===== config.mk =====
export PLATFORM = sky130hd
export DESIGN_NAME = uart_rx
export DESIGN_NICKNAME = d
export VERILOG_FILES = /design/src/rtl/uart_pkg.sv /design/src/rtl/sync_2ff.sv /design/src/rtl/uart_rx.sv
export SDC_FILE = /design/constraint.sdc
export NUM_CORES = 1
export LEC_CHECK = 0
export CORE_MARGIN = 8
export CORE_UTILIZATION = 50
export CTS_CLUSTER_SIZE = 12
export DETAILED_ROUTE_END_ITERATION = 8
export GPL_TIMING_DRIVEN = 0
export PLACE_DENSITY_LB_ADDON = 0.1
export SYNTH_ARGS = -nofsm -noshare
export SYNTH_HDL_FRONTEND = slang
export SYNTH_HIERARCHICAL = 1
export SYNTH_SLANG_ARGS = --single-unit

===== constraint.sdc =====
create_clock -name sys_clk -period 1.77 [get_ports sys_clk]
set_input_delay 0.177 -clock sys_clk [delete_from_list [all_inputs] [get_ports sys_clk]]
set_output_delay 0.177 -clock sys_clk [all_outputs]
set_load 0.03 [all_outputs]

===== src/rtl/uart_pkg.sv =====
// Shared types and constants for the UART receive path.
package uart_pkg;

  typedef enum logic [2:0] {
    IDLE,
    START,
    DATA,
    PARITY,
    STOP
  } uart_state_e;

  localparam logic [12:0] BAUD_DIV_9600 = 13'd5208;
  localparam int          CLK_FREQ_HZ   = 50_000_000;

endpackage


===== src/rtl/sync_2ff.sv =====
// Two-flop synchroniser for a single asynchronous input bit.
module sync_2ff #(
  parameter logic RST_VAL = 1'b1
) (
  input  logic sys_clk,
  input  logic rst_n,
  input  logic d,
  output logic q
);

  logic meta_q;
  logic sync_q;

  always_ff @(posedge sys_clk or negedge rst_n) begin
    if (!rst_n) begin
      meta_q <= RST_VAL;
      sync_q <= RST_VAL;
    end else begin
      meta_q <= d;
      sync_q <= meta_q;
    end
  end

  assign q = sync_q;

endmodule


===== src/rtl/uart_rx.sv =====
// UART receiver, 8 data bits, LSB first, one stop bit sampled mid-bit.
// Define UART_RX_PARITY_EN to add an even-parity bit after the data bits.
module uart_rx
  import uart_pkg::*;
#(
  parameter logic [12:0] BAUD_DIV = BAUD_DIV_9600
) (
  input  logic       sys_clk,
  input  logic       rst_n,
  input  logic       rx,
  output logic [7:0] data_out,
  output logic       rx_valid,
  output logic       frame_err,
  output logic       parity_err,
  output logic       busy_flag
);

  localparam logic [12:0] HALF = BAUD_DIV >> 1;
  localparam logic [12:0] LAST = BAUD_DIV - 13'd1;

  logic        rx_s;
  uart_state_e state_q, state_d;
  logic [12:0] cnt_q, cnt_d;
  logic [2:0]  bit_idx_q, bit_idx_d;
  logic [7:0]  shift_q, shift_d;
  logic [7:0]  data_out_q, data_out_d;
  logic        rx_prev_q;
  logic        rx_valid_q, rx_valid_d;
  logic        frame_err_q, frame_err_d;
  logic        busy_q, busy_d;
  logic        par_mismatch;

  sync_2ff #(.RST_VAL(1'b1)) u_sync (
    .sys_clk (sys_clk),
    .rst_n   (rst_n),
    .d       (rx),
    .q       (rx_s)
  );

`ifdef UART_RX_PARITY_EN
  logic par_bit_q, par_bit_d;
  logic parity_err_q, parity_err_d;

  // Even parity: data plus parity bit must hold an even number of ones.
  assign par_mismatch = ^{shift_q, par_bit_q};
  assign parity_err   = parity_err_q;
`else
  assign par_mismatch = 1'b0;
  assign parity_err   = 1'b0;
`endif

  always_comb begin
    state_d      = state_q;
    cnt_d        = cnt_q;
    bit_idx_d    = bit_idx_q;
    shift_d      = shift_q;
    data_out_d   = data_out_q;
    rx_valid_d   = 1'b0;
    frame_err_d  = 1'b0;
`ifdef UART_RX_PARITY_EN
    par_bit_d    = par_bit_q;
    parity_err_d = 1'b0;
`endif
    case (state_q)
      IDLE: begin
        cnt_d = '0;
        if (rx_prev_q && !rx_s) state_d = START;
      end
      START: begin
        // A start bit that is high again at mid-bit was a glitch.
        if (cnt_q == HALF) begin
          cnt_d     = '0;
          bit_idx_d = '0;
          state_d   = rx_s ? IDLE : DATA;
        end else begin
          cnt_d = cnt_q + 13'd1;
        end
      end
      DATA: begin
        if (cnt_q == LAST) begin
          cnt_d     = '0;
          shift_d   = {rx_s, shift_q[7:1]};
          bit_idx_d = bit_idx_q + 3'd1;
          if (bit_idx_q == 3'd7) begin
`ifdef UART_RX_PARITY_EN
            state_d = PARITY;
`else
            state_d = STOP;
`endif
          end
        end else begin
          cnt_d = cnt_q + 13'd1;
        end
      end
`ifdef UART_RX_PARITY_EN
      PARITY: begin
        if (cnt_q == LAST) begin
          cnt_d     = '0;
          par_bit_d = rx_s;
          state_d   = STOP;
        end else begin
          cnt_d = cnt_q + 13'd1;
        end
      end
`endif
      STOP: begin
        // Return to IDLE mid stop bit so a back-to-back start edge is caught.
        if (cnt_q == LAST) begin
          cnt_d       = '0;
          state_d     = IDLE;
          frame_err_d = !rx_s;
          if (rx_s && !par_mismatch) begin
            data_out_d = shift_q;
            rx_valid_d = 1'b1;
          end
`ifdef UART_RX_PARITY_EN
          parity_err_d = par_mismatch;
`endif
        end else begin
          cnt_d = cnt_q + 13'd1;
        end
      end
      default: begin
        cnt_d   = '0;
        state_d = IDLE;
      end
    endcase
    busy_d = (state_d != IDLE);
  end

  always_ff @(posedge sys_clk or negedge rst_n) begin
    if (!rst_n) begin
      state_q      <= IDLE;
      cnt_q        <= '0;
      bit_idx_q    <= '0;
      shift_q      <= '0;
      data_out_q   <= 8'h00;
      rx_prev_q    <= 1'b1;
      rx_valid_q   <= 1'b0;
      frame_err_q  <= 1'b0;
      busy_q       <= 1'b0;
`ifdef UART_RX_PARITY_EN
      par_bit_q    <= 1'b0;
      parity_err_q <= 1'b0;
`endif
    end else begin
      state_q      <= state_d;
      cnt_q        <= cnt_d;
      bit_idx_q    <= bit_idx_d;
      shift_q      <= shift_d;
      data_out_q   <= data_out_d;
      rx_prev_q    <= rx_s;
      rx_valid_q   <= rx_valid_d;
      frame_err_q  <= frame_err_d;
      busy_q       <= busy_d;
`ifdef UART_RX_PARITY_EN
      par_bit_q    <= par_bit_d;
      parity_err_q <= parity_err_d;
`endif
    end
  end

  assign data_out  = data_out_q;
  assign rx_valid  = rx_valid_q;
  assign frame_err = frame_err_q;
  assign busy_flag = busy_q;

endmodule


After elaboration in Yosys (flattened, before gate mapping)
Cells that the tools add are included.
Widths: inputs -> output; s select.

cells by class
  add/sub/neg operators = 2
  multipliers = 0
  div/mod/pow operators = 0
  order comparisons = 0
  equal/unequal tests = 8
  shift operators = 0
  multiplexer cells = 18
  bitwise gates (word level) = 0
  reductions and logical operators = 9

operator list
  kind                   number
  $mux 13                2
  $pmux 13 s2            1
  $mux 3                 7
  $add 13x1->13 const B  1
  $eq 13x12->1 const B   1
  $eq 13x13->1 const B   1
  $pmux 3 s4             1
  $eq 3x3->1 const B     2
  $pmux 3 s2             1
  $reduce_and 3->1       2
  $mux 1                 5
  $ne 2x2->1 const B     2
  $add 3x1->3 const B    1
  $eq 3x1->1 const B     1
  $eq 3x2->1 const B     1
  $logic_not 3->1        1
  $reduce_bool 3->1      1
  $mux 2                 1
  $reduce_and 2->1       1
  $reduce_bool 2->1      1
  $reduce_or 2->1        1
  $logic_and 1x1->1      1
  $logic_not 1->1        1

word-level totals
  register bits after elaboration = 41
  latch bits = 0
  memory bits (writable) = 0
  bits in read-only memories = 0
  output and inout port bits = 12
  memories = 0

Longest topological paths before layout
  depth in word-level cells = 5
  depth in mapped cells = 7

Modules after synthesis
Netlist, hierarchy kept.

modules (own cells, without submodules)
  module    times used  cells an instance  area each (sq um)  sequential area each (sq um)
  uart_rx   1           147                1814.2             977.2
  sync_2ff  1           2                  52.6               52.6

Worst setup path after synthesis
Ideal clock, no wire load.

  kind = register to register
  start = register cnt_q[0]
  end = register data_out_q[0], in the netlist data_out[0]
  arrival = 1697 ps
  setup slack = -52 ps
  stages on the path, launching flop included = 8
  buffers on the path = 2
  clock period less this slack = 1822 ps
  cell sequence = dfrtp_1 > ha_1 > buf_2 > and4bb_1 > and4_1 > buf_4 > nand3_4 > mux2_4

between the ends
  word-level cells in the longest chain between the ends = 2

ends and longest elaborated chain
  item                        line            RTL
  start: declaration          uart_rx.sv:23   logic [12:0] cnt_q, cnt_d;
  start signal: assignment    uart_rx.sv:148  cnt_q <= cnt_d;
  $eq 13x13->1                uart_rx.sv:108  if (cnt_q == LAST) begin
  $reduce_and 3->1 (no line)  n/a
  end signal: assignment      uart_rx.sv:151  data_out_q <= data_out_d;
  end: declaration            uart_rx.sv:26   logic [7:0] data_out_q, data_out_d;

No other way between the ends.
A chain may end at the register's enable or synchronous reset.

Worst setup path in the final report
  start = register cnt_q[0]
  end = register data_out_q[2], in the netlist data_out[2]

Same word-level chain as after synthesis.

==> impl_metrics.py <==
metrics = {
    "synthesis": {
        "synthXorXnorAreaFrac": 0.04223,
        "synthFlopType": "dfrtp_1",
        "synth_compound_area_frac": 0.04893,
        "syn_inst": 149,
        "yosysUniqueCellTypes": 43,
        "synth_top_family_by_area": "simple AND/OR/NAND/NOR gates",
        "synth_fa_ha_area_frac": 0.02681,
        "synth.ff_latch_count": 41,
        "synth_warnings": 6,
        "mappedNetlistArea_um2": 1867,
        "synth_mux_area_frac": 0.1186,
        "synth_edf_count": 0,
        "synthArstFlopShare": 1.000,
        "avgSynthCellArea_um2": 12.53,
        "yosys.area_share.simple": 0.1803,
        "syn_nets": 156,
        "yosysSeqAreaShare": 0.5516,
    },
    "global_routing": {
        "grt.met2_usage": 0.1912,
        "grtUsageMet3": 0.04196,
        "antenna_found_initial": 0,
        "grt_start_max_net_pins": 42,
        "grt_pass1_wl_um": 6003,
        "grt_pass1_vias": 1244,
        "grt_use_total": 0.1261,
        "use_met1": 0.1527,
        "top_usage_layer": "met2",
        "grt_overflow": 0,
    },
    "timing": {
        "period_share": 0.9748,
        "setup_violations": 0,
        "slew_viol_final": 0,
        "worst-slew-pin-transition_ns": 0.8936,
        "setup_slack_ns": 0.04456,
        "whs_ns": -0.0008116,
        "maxSlewHeadroom": 0.4043,
        "finClkSkew_ns": 0.006887,
        "rsz0062_at_grt": "true",
        "min_period_ns": 1.725,
        "tns_ns": 0,
        "hold_viol": 3,
        "fmax_mhz": 579.6,
    },
    "outcome": {
        "outcome": "complete, but fails checks",
        "violations": "hold timing",
    },
    "floorplan": {
        "die_x_um": 77.11,
        "die-area_um2": 5945,
        "fp.dieH_um": 77.11,
        "start_util": 0.5138,
        "io_pins": 15,
        "rows": 22,
        "core-area_um2": 3633,
    },
    "worst_setup_path": {
        "cp-start-kind": "flop",
        "cp_max_fo": 5,
        "slowest_delay_ns": 0.37,
        "crit_chain": "ha_2 -> and4bb_1 -> and4_1 -> buf_6 -> nand3_4 -> mux2_4",
        "arrival_ns": 1.91,
        "criticalPathCategory": "reg2reg",
        "crit_required_ns": 1.95,
        "crit_slowest_cell": "dfrtp_1",
        "end_kind": "flop",
    },
    "final_layout": {
        "area_growth_pct": 20.44,
        "utilization": 0.6188,
        "layout.nets": 182,
        "drive_above_1_share": 0.2614,
        "nFillCells": 310,
        "antenna_cells": 0,
    },
    "detailed_routing": {
        "drtIter0Drc": 103,
        "routedWlPerCell_um": 15.67,
        "vias": 1218,
        "postRouteAntennaNets": 0,
        "detail_route.vias_per_cell": 5.438,
        "drc": 0,
        "drt-pass1-iter-count": 4,
        "routed_wl_um": 3511,
    },
    "power": {
        "ir_drop_v": 0.0005865,
        "power_density_nw_per_um2": 877.2,
        "total_power_uw": 1972,
        "leakage_uw": 0.001096,
    },
    "min_path": {
        "min_path_type": "in2async",
    },
    "run": {
        "maxCapViolCount": 0,
    },
    "placement": {
        "dp_hpwl_um": 2243,
        "place_congestion": 0.7986,
        "port-buffer-count": 13,
        "place_ws_ns": -0.2398,
    },
    "clocking": {
        "cts.sinks": 41,
        "h-tree-depth": 2,
        "cts_root_buf": "clkbuf_8",
        "cts_buffers": 5,
        "clk_path_buf_depth": 2,
        "cts.reportedPaths.clkPinSlew_ns": 0.08,
        "cts_tree": "built",
        "insertion_delay_ns": 0.29,
    },
}
## where the power goes
group | switching, uW | internal (uW)
Combinational | 173 | 154
Sequential | 57.8 | 1000
Clock | 308 | 277
## layer usage
| metal | part of all wire | up-vias |
|---|---|---|
| met3 | 0.047 | 8 |
| met5 | 0 | - |
| met2 | 0.48 | 23 |
| met1 | 0.45 | 608 |
| li1 | - | 579 |
| met4 | 0.023 | 0 |
## kinds of logic (layout without fill, tap and decap cells)
family                   count (synthesis)  after routing
XOR/XNOR                                 9              9
flip-flops                              41             41
AO/OA/AOI/OAI                           13             13
AND/OR/NAND/NOR                         54             55
adder cells (fa/ha/maj)                  4              4
multiplexers                            17             17
buffers and inverters                   10             36
other                                    1              1
## cell usage in the layout (no fill, tap or decap), types with 2 or more instances in the layout
cell / netlist / routed
mux2_4: 8 / 10
a21oi_1: 4 / 4
and3_1: 2 / 2
nand4_1: 6 / 6
clkbuf_8: 0 / 5
dfrtp_1: 38 / 38
dfstp_2: 3 / 3
and4_1: 3 / 2
or3_1: 2 / 2
nand3_1: 3 / 3
nand3_4: 1 / 2
clkbuf_1: 2 / 4
ha_1: 4 / 3
buf_4: 2 / 7
nor2b_1: 3 / 3
xor2_1: 8 / 8
clkdlybuf4s50_1: 0 / 12
nor3b_1: 2 / 2
buf_6: 1 / 3
nor2_1: 13 / 13
nand2b_1: 3 / 3
and2_1: 2 / 2
mux2_2: 9 / 7
inv_1: 3 / 3
o21ai_0: 2 / 2
nand2_1: 5 / 5
## final timing paths
kind	cells after the start	to	slack (ns)	start
worst max-delay path	6	data_out[2]	0.04	cnt_q[0]
worst min-delay path	1	shift_q[0]	-0.0008	rst_n
worst max register to register	6	data_out[2]	0.04	cnt_q[0]
worst min register to register	0	u_sync/q	0.36	u_sync/meta_q
max in group asynchronous	1	shift_q[4]	1.20	rst_n
min in group sys_clk	1	u_sync/meta_q	0.29	rx
## registers in the layout, indices dropped and copies added, names as in the netlist
name and flops:
cnt_q 13, data_out 8, shift_q 8, bit_idx_q 3, state_q 3, busy_flag 1
frame_err 1, rx_prev_q 1, rx_valid 1, u_sync/meta_q 1, u_sync/q 1
## repair_timing
| item | CTS | global route |
|---|---|---|
| gates cloned | 1 | 0 |
| setup buffers | 5 | 1 |
| pin swaps | 2 | 3 |
| resized for setup | 8 | 3 |
| hold buffers | 0 | 0 |
| setup endpoints to repair | 28 | 29 |
## metrics by stage
stage,hold slack (ns),cell area [um^2],cells
after global routing,0.06826,2248,224
after global placement,0.3461,2069,210
after CTS,0.02864,2232,224
final,-0.0008116,2248,224
after floorplan,-0.1186,1879,149
after detailed placement,0.3473,2064,210
## worst max-delay path, delay by kind of cell, from the launching register on
| family | cells | cell delay, ns |
|---|---|---|
| adders and majority gates | 1 | 0.20 |
| DFF | 1 | 0.37 |
| buffers and inverters | 1 | 0.15 |
| and+or+nand+nor | 3 | 0.56 |
| muxes | 1 | 0.34 |
## final cells by class
cell class,count,area [um^2],share of cell area
Timing Repair Buffer,19,173.9,0.07735
Multi-Input combinational cell,99,847.1,0.3767
Sequential cell,41,1030,0.4580
Buffer,6,45.04,0.02003
Clock inverter,1,5.005,0.002226
Clock buffer,7,76.32,0.03395
Tap cell,48,60.06,0.02671
Inverter,3,11.26,0.005008
## cell usage after synthesis (2+ instances only)
cell type,number,share of area
inv_1,3,0.0060
nor2b_1,3,0.010
nand4_1,6,0.020
ha_1,4,0.027
and3_1,2,0.0067
dfstp_2,3,0.042
nand3_1,3,0.0080
and4_1,3,0.014
nand2_1,5,0.010
a21oi_1,4,0.011
xor2_1,8,0.038
or3_1,2,0.0067
and2_1,2,0.0067
nor2_1,13,0.026
o21ai_0,2,0.0054
mux2_2,9,0.054
mux2_4,8,0.064
dfrtp_1,38,0.51
clkbuf_1,2,0.0040
buf_4,2,0.0080
nand2b_1,3,0.010
nor3b_1,2,0.0080
buf_2,2,0.0054
Power figures use the tool's default switching activity.
